<file path="src/rtl/spi_ram_pkg.sv">
// spi_ram_pkg: opcode enum and frame-width constants shared by spi_ram
// and its storage sub-module.
package spi_ram_pkg;

   localparam int FRAME_W = 10;
   localparam int DATA_W  = 8;
   localparam int OP_W    = 2;

   typedef enum logic [OP_W-1:0] {
      CMD_WR_ADDR = 2'b00,
      CMD_WR_DATA = 2'b01,
      CMD_RD_ADDR = 2'b10,
      CMD_RD_DATA = 2'b11
   } cmd_t;

endpackage

</file>
<file path="src/rtl/spi_ram_mem.sv">
// spi_ram_mem: MEM_DEPTH x 8 storage, sync write port, sync read port.
// Ports: clk, wr_en/wr_addr/wr_data, rd_en/rd_addr -> rd_data (held).
module spi_ram_mem
   import spi_ram_pkg::*;
#(
   parameter int MEM_DEPTH = 256,
   parameter int ADDR_SIZE = 8
) (
   input  logic                 clk,
   input  logic                 wr_en,
   input  logic [ADDR_SIZE-1:0] wr_addr,
   input  logic [DATA_W-1:0]    wr_data,
   input  logic                 rd_en,
   input  logic [ADDR_SIZE-1:0] rd_addr,
   output logic [DATA_W-1:0]    rd_data
);

   logic [DATA_W-1:0] mem [MEM_DEPTH];

   // rd_data only moves on rd_en so it stays stable between reads
   always_ff @(posedge clk) begin
      if (wr_en) mem[wr_addr] <= wr_data;
      if (rd_en) rd_data <= mem[rd_addr];
   end

endmodule

</file>
<file path="src/rtl/spi_ram.sv">
// spi_ram: command decoder + RAM behind an SPI slave (10-bit frames).
// Ports: clk, rst (sync, active high), din, rx_valid -> tx_data,
// tx_valid, cmd_err. Option: SPI_RAM_AUTOINC_EN (post-increment addrs).
module spi_ram
   import spi_ram_pkg::*;
#(
   parameter int MEM_DEPTH = 256,
   parameter int ADDR_SIZE = 8
) (
   input  logic               clk,
   input  logic               rst,
   input  logic [FRAME_W-1:0] din,
   input  logic               rx_valid,
   output logic [DATA_W-1:0]  tx_data,
   output logic               tx_valid,
   output logic               cmd_err
);

   localparam logic [ADDR_SIZE-1:0] LAST = ADDR_SIZE'(MEM_DEPTH - 1);

   logic                 rx_prev;
   logic                 wr_armed;
   logic                 rd_armed;
   logic                 tx_mem;
   logic [ADDR_SIZE-1:0] wr_addr;
   logic [ADDR_SIZE-1:0] rd_addr;
   logic [DATA_W-1:0]    mem_rdata;

   logic                 accept;
   cmd_t                 op;
   logic [ADDR_SIZE-1:0] addr_in;
   logic                 wr_in;
   logic                 rd_in;
   logic                 mem_we;
   logic                 mem_re;

   assign accept  = rx_valid & ~rx_prev;
   assign op      = cmd_t'(din[FRAME_W-1 -: OP_W]);
   assign addr_in = din[ADDR_SIZE-1:0];
   assign wr_in   = 32'(wr_addr) < 32'(MEM_DEPTH);
   assign rd_in   = 32'(rd_addr) < 32'(MEM_DEPTH);

   // reset blocks any memory access in the same cycle
   assign mem_we = ~rst & accept & (op == CMD_WR_DATA)
                 & wr_armed & wr_in;
   assign mem_re = ~rst & accept & (op == CMD_RD_DATA)
                 & rd_armed & rd_in;

   // tx_mem low means "send zero": reset, dropped, or out-of-range read
   assign tx_data = tx_mem ? mem_rdata : '0;

   spi_ram_mem #(
      .MEM_DEPTH (MEM_DEPTH),
      .ADDR_SIZE (ADDR_SIZE)
   ) u_mem (
      .clk     (clk),
      .wr_en   (mem_we),
      .wr_addr (wr_addr),
      .wr_data (din[DATA_W-1:0]),
      .rd_en   (mem_re),
      .rd_addr (rd_addr),
      .rd_data (mem_rdata)
   );

   always_ff @(posedge clk) begin
      if (rst) begin
         rx_prev  <= 1'b0;
         wr_armed <= 1'b0;
         rd_armed <= 1'b0;
         wr_addr  <= '0;
         rd_addr  <= '0;
         tx_valid <= 1'b0;
         tx_mem   <= 1'b0;
         cmd_err  <= 1'b0;
      end else begin
         rx_prev <= rx_valid;
         cmd_err <= 1'b0;
         if (accept) begin
            // every accepted command drops tx unless it is a good read
            tx_valid <= 1'b0;
            tx_mem   <= 1'b0;
            unique case (op)
               CMD_WR_ADDR: begin
                  wr_addr  <= addr_in;
                  wr_armed <= 1'b1;
               end
               CMD_WR_DATA: begin
                  if (!wr_armed || !wr_in) begin
                     cmd_err <= 1'b1;
                  end else begin
`ifdef SPI_RAM_AUTOINC_EN
                     wr_addr <= (wr_addr == LAST) ? '0 : wr_addr + 1'b1;
`endif
                  end
               end
               CMD_RD_ADDR: begin
                  rd_addr  <= addr_in;
                  rd_armed <= 1'b1;
               end
               CMD_RD_DATA: begin
                  if (!rd_armed) begin
                     cmd_err <= 1'b1;
                  end else begin
                     tx_valid <= 1'b1;
                     tx_mem   <= rd_in;
                     if (!rd_in) begin
                        cmd_err <= 1'b1;
                     end else begin
`ifdef SPI_RAM_AUTOINC_EN
                        rd_addr <= (rd_addr == LAST) ? '0 : rd_addr + 1'b1;
`endif
                     end
                  end
               end
               default: ;
            endcase
         end
      end
   end

endmodule

</file>
<file path="config.mk">
export PLATFORM = sky130hd
export DESIGN_NAME = spi_ram
export DESIGN_NICKNAME = d
export VERILOG_FILES = /design/src/rtl/spi_ram_pkg.sv /design/src/rtl/spi_ram_mem.sv /design/src/rtl/spi_ram.sv
export SDC_FILE = /design/constraint.sdc
export NUM_CORES = 2
export LEC_CHECK = 0
export CAP_MARGIN = 20
export CORE_AREA = 2 2 404 406
export CTS_BUF_LIST = sky130_fd_sc_hd__clkbuf_8
export DETAILED_ROUTE_END_ITERATION = 10
export DIE_AREA = 0 0 406 408
export PLACE_DENSITY = 0.72
export SYNTH_ARGS = -nofsm -noshare
export SYNTH_HDL_FRONTEND = slang
export SYNTH_SLANG_ARGS = --single-unit
</file>
<file path="constraint.sdc">
create_clock -name clk -period 4.1 [get_ports clk]
set_input_delay 0.82 -clock clk [delete_from_list [all_inputs] [get_ports clk]]
set_output_delay 0.82 -clock clk [all_outputs]
set_load 0.03 [all_outputs]
</file>
Word-level counts from Yosys, hierarchy flattened --
Memories as Yosys holds them, arrays and structs flattened. A register that Yosys moved wholly into a read port is not among the register bits. Index checks and enable logic that the tools add are counted.
Cells by class: add/sub/neg operators 0, multipliers 0, divide/modulo/power cells 0, order comparisons 0, equality and inequality tests 3, shift-type cells 0, multiplexer cells 8, bitwise gates (word level) 9, reduce and logical (&&, ||, !) cells 4
Operators by type and width (number):
- $mux W8 | 1
- $and A1 B1 Y1 | 6
- $mux W1 | 6
- $eq A2 B2 Y1 const B | 2
- $reduce_and A2 Y1 | 2
- $not A1 Y1 | 3
- $eq A2 B1 Y1 const B | 1
- $logic_not A2 Y1 | 1
- $pmux W1 S2 | 1
- $reduce_or A2 Y1 | 1
Word-level totals: register bits 21, bits in latches 0, memory bits (writable) 2048, memory bits (read-only) 0, bits of input ports 13, output and inout bits 10, logic and storage cells 32, memories kept 1
Memories:
- u_mem.mem | words 256, width 8, read ports 1, clocked after Yosys merged registers in 1, write ports 1, RTL line spi_ram_mem.sv:18 | logic [DATA_W-1:0] mem [MEM_DEPTH];

Depth between registers and ports, before layout --
depth after elaboration 7, gate-level depth with buffers 12, mapped depth without buffers 6

By module --
Synthesis repeated with hierarchy kept, for this count alone.
Unflattened totals: cell total of the unflattened synthesis 3824, area total of the unflattened synthesis 80552.3 µm²
By module, submodules not included:
- spi_ram_mem | times used 1, cells each 3733, area each 79636.4 µm², sequential area each 61739.2 µm²
- spi_ram | times used 1, cells each 91, area each 915.9 µm², sequential area each 420.4 µm²

Worst setup path before layout --
No wires, ideal clock.
kind input to register, start input rst, end memory u_mem.mem[222][0] (enable), setup time 370 ps, data arrival time 2443 ps, data required time 3730 ps, slack 1287 ps, stages 6, buffers on the path 1, cells stage by stage nand4bb_1 nand2b_1 nor3b_1 nand3_1 clkbuf_1 nor2_1
On the way: longest elaborated chain between the ends 6
RTL lines:
- from (decl) | RTL line spi_ram.sv:11 | input logic rst,
- $not A1 Y1 | RTL line spi_ram.sv:44 | assign mem_we = ~rst & accept & (op == CMD_WR_DATA)
- $and A1 B1 Y1 (2 in series) | RTL line spi_ram.sv:44
- $and A1 B1 Y1 | RTL line spi_ram.sv:45 | & wr_armed & wr_in;
- $mux W1 | RTL line spi_ram_mem.sv:22 | if (wr_en) mem[wr_addr] <= wr_data;
- $mux W1 (implied by the code) | RTL line spi_ram_mem.sv:22
- to (decl) | RTL line spi_ram_mem.sv:18
Every way passes these cells.

==> flow_summary.ini <==
[sta]
slew_headroom_pct = 22.3
rsz0062_at_grt = no
final-setup-viol-count = 0
post-route-period-util_pct = 94.5
hold_violations = 0
fmax_mhz = 258
fin_skew_ps = 65.0
worst_pin_slew_ps = 1170
finalSetupTns_ps = 0
slew_viol_final = 0
min_period_ps = 3880

[logic_synthesis]
synthesis.area_um2 = 80400
seq_area_frac_synth_pct = 77.4
synth.distinct_cells = 64
yosys_warnings = 0
synth_top_flop_cell = edfxtp_1
syn_inst = 3805
ys_ff_latch = 2077
syn_area_per_cell_um2 = 21.1
syn_nets = 3818
synth_edf_count = 2056
synth-async-reset-ratio_pct = 0

[cells_and_area]
fillCellCount = 11600
nets = 4320
drive_gt1_share_pct = 28.4
area_delta_synth_final_pct = 13.3

[drt]
drt_iter0_markers = 5270
drc_errors = 0
firstDrtPassIters = 7
avgRoutedWirePerCell_um = 28.4
wl_mm = 191
drt.antenna.violating_nets = 0
routed-via-count = 41100
viasPerCell = 6.13

[die]
core_um2 = 162000
die_w_um = 406
die_y_um = 408
start_util_pct = 49.7
ios = 23
die_area_um2 = 166000
fp-row-count = 148

[setup_path]
regToRegStartpoint = rd_addr[1]
slowest_delay_ps = 1000
path_buf_inv = 2
worstSetupPathType = reg -> reg
crit_fanout = 50
r2r_slack_ps = 220
crit_required_ps = 4820
reg2reg_depth = 7
arrival_ps = 4600
path_cells = buf_12, buf_4, mux4_2, a22oi_1, a21oi_1, o41ai_1, a211oi_2
startpoint_type = flip-flop
end_kind = flip-flop
r2r-end = u_mem.rd_data[7]
slowest_stage = o41ai_1
cp_top_family = compound AO/OA/AOI/OAI gates

[pwr]
p_per_area_nw_per_um2 = 444
power.leakage_nw = 28.1
vdd_drop_max_uv = 426
power_w = 0.0404

[placement]
dp.final_hpwl_mm = 118
portBuffers = 22
place.gp.congestion = 0.877

[clock_network]
cts_resized = 0
cts_sinks = 2077
cts_tree = done
cts_made_buffers = 328
post-cts-setup-buffer-count = 0
cts_max_path_buffers = 4
htreeDepth = 5
insertion_delay_ps = 1020
hold_buffers = 0
clockRootBuffer = clkbuf_8
clk_pin_slew_ps = 60

[worst_hold_path]
min_from = din[7]
hold_depth = 1
hold_end = u_mem.mem[241][7]
hold_path.class = in -> reg

[global_routing]
grt_pass1_vias = 41500
grt_max_degree = 129
grt_overflow_total = 0
grt_antenna_before_repair = 4
grt_pass1_wl_mm = 279
track_usage_pct = 23.1

[run]
cap_violations = 0

[outcome]
status = completed
-- cell usage after synthesis, types with 14 or more instances --
library cell     n  area share [%]
o221ai_1        28            0.31
edfxtp_1      2056              77
nand2_1         91            0.43
o22ai_1         18            0.14
buf_6           21            0.29
nor2b_1         16            0.12
buf_4           21            0.20
a21oi_1        105            0.65
buf_8           18            0.34
dfxtp_1         21            0.52
nand3_1         14           0.087
nor2_1         278             1.3
a22oi_1        180             1.7
a211oi_1        14            0.13
mux2_2          26            0.36
o21ai_0         16            0.10
mux2i_1        100             1.2
mux4_2         450              13
buf_2           65            0.40
clkbuf_1        88            0.41
nor4_1          14            0.11
-- logic make-up after synthesis --
kind of cell,synth area share (%)
buf+inv,1.92
flops,77.4
compound gates,3.91
mux,14.3
simple gates,2.55
-- through the flow --
step	utilization [%]	instance area [µm²]	instances	setup slack [ps]	hold WS (ps)
after global routing	56.3	91000	6711	142	323
final	56.3	91000	6712	225	358
after CTS	56.3	91000	6709	291	269
after floorplan	-	80400	3805	1290	432
after global placement	52.7	85200	6150	208	444
after detailed placement	52.7	85200	6151	232	462
-- registers in the layout, summed over array words and instances, names as in the netlist, 8 cells and up --
register       flops
rd_addr            8
u_mem.rd_data      8
wr_addr            8
u_mem.mem       2048
-- worst register-to-register path, cell delays in order, from the launching register on --
cell	delay (ps)
dfxtp_4	860
buf_12	450
buf_4	320
mux4_2	310
a22oi_1	310
a21oi_1	250
o41ai_1	1000
a211oi_2	80
-- layer usage --
layer | share of wire [%] | vias up | track usage, % | wire length, µm
li1 | - | 17000 | - | -
met1 | 39 | 21200 | 32.9 | 74300
met2 | 46 | 2529 | 34.5 | 87900
met3 | 11 | 413 | 5.91 | 21200
met4 | 3.8 | 4 | 9.17 | 7310
met5 | 0.0079 | - | 0 | 15
-- placed cells by master (no fill, tap or decap), types with 16 or more instances in the layout --
cell type	synthesis	layout
edfxtp_1	2056	2056
o221ai_1	28	28
mux4_2	450	450
mux2i_1	100	100
mux2_2	26	26
o21ai_0	16	16
a21oi_1	105	105
clkinv_2	0	40
nand2_1	91	91
buf_12	9	41
a22oi_1	180	180
o22ai_1	18	18
clkbuf_8	0	348
buf_4	21	339
inv_1	2	83
dfxtp_1	21	16
clkinv_1	0	84
nor2_1	278	276
-- layout make-up --
type / instances / area, µm² / area share (%)
Antenna cell: 2 / 5.00 / 0.00550
Multi-Input combinational cell: 1494 / 16700 / 18.4
Inverter: 2 / 7.51 / 0.00825
Clock buffer: 341 / 4690 / 5.16
Tap cell: 2175 / 2720 / 2.99
Clock inverter: 217 / 1070 / 1.17
Timing Repair Buffer: 404 / 3630 / 3.99
Sequential cell: 2077 / 62200 / 68.3
-- how the worst max path moves through the flow --
| stage | startpoint | endpoint | slack, ps | depth (start not counted) |
|---|---|---|---|---|
| after floorplan | rst | u_mem.mem[222][0] | 1290 | 6 |
| after global placement | din[8] | u_mem.mem[155][4] | 210 | 8 |
| after detailed placement | din[8] | u_mem.mem[123][0] | 230 | 6 |
| after CTS | rd_addr[0] | u_mem.rd_data[1] | 290 | 8 |
| after global routing | rd_addr[0] | u_mem.rd_data[5] | 140 | 7 |
| final | rd_addr[1] | u_mem.rd_data[7] | 220 | 7 |
-- power breakdown --
part / leakage (nW) / switching [W] / internal (W)
Sequential: 18.6 / 0.0000300 / 0.0233
Combinational: 6.19 / 0.000849 / 0.000404
Clock: 3.27 / 0.00769 / 0.00810
Total: 28.1 / 0.00857 / 0.0318
Power figures use the tool's default switching activity.
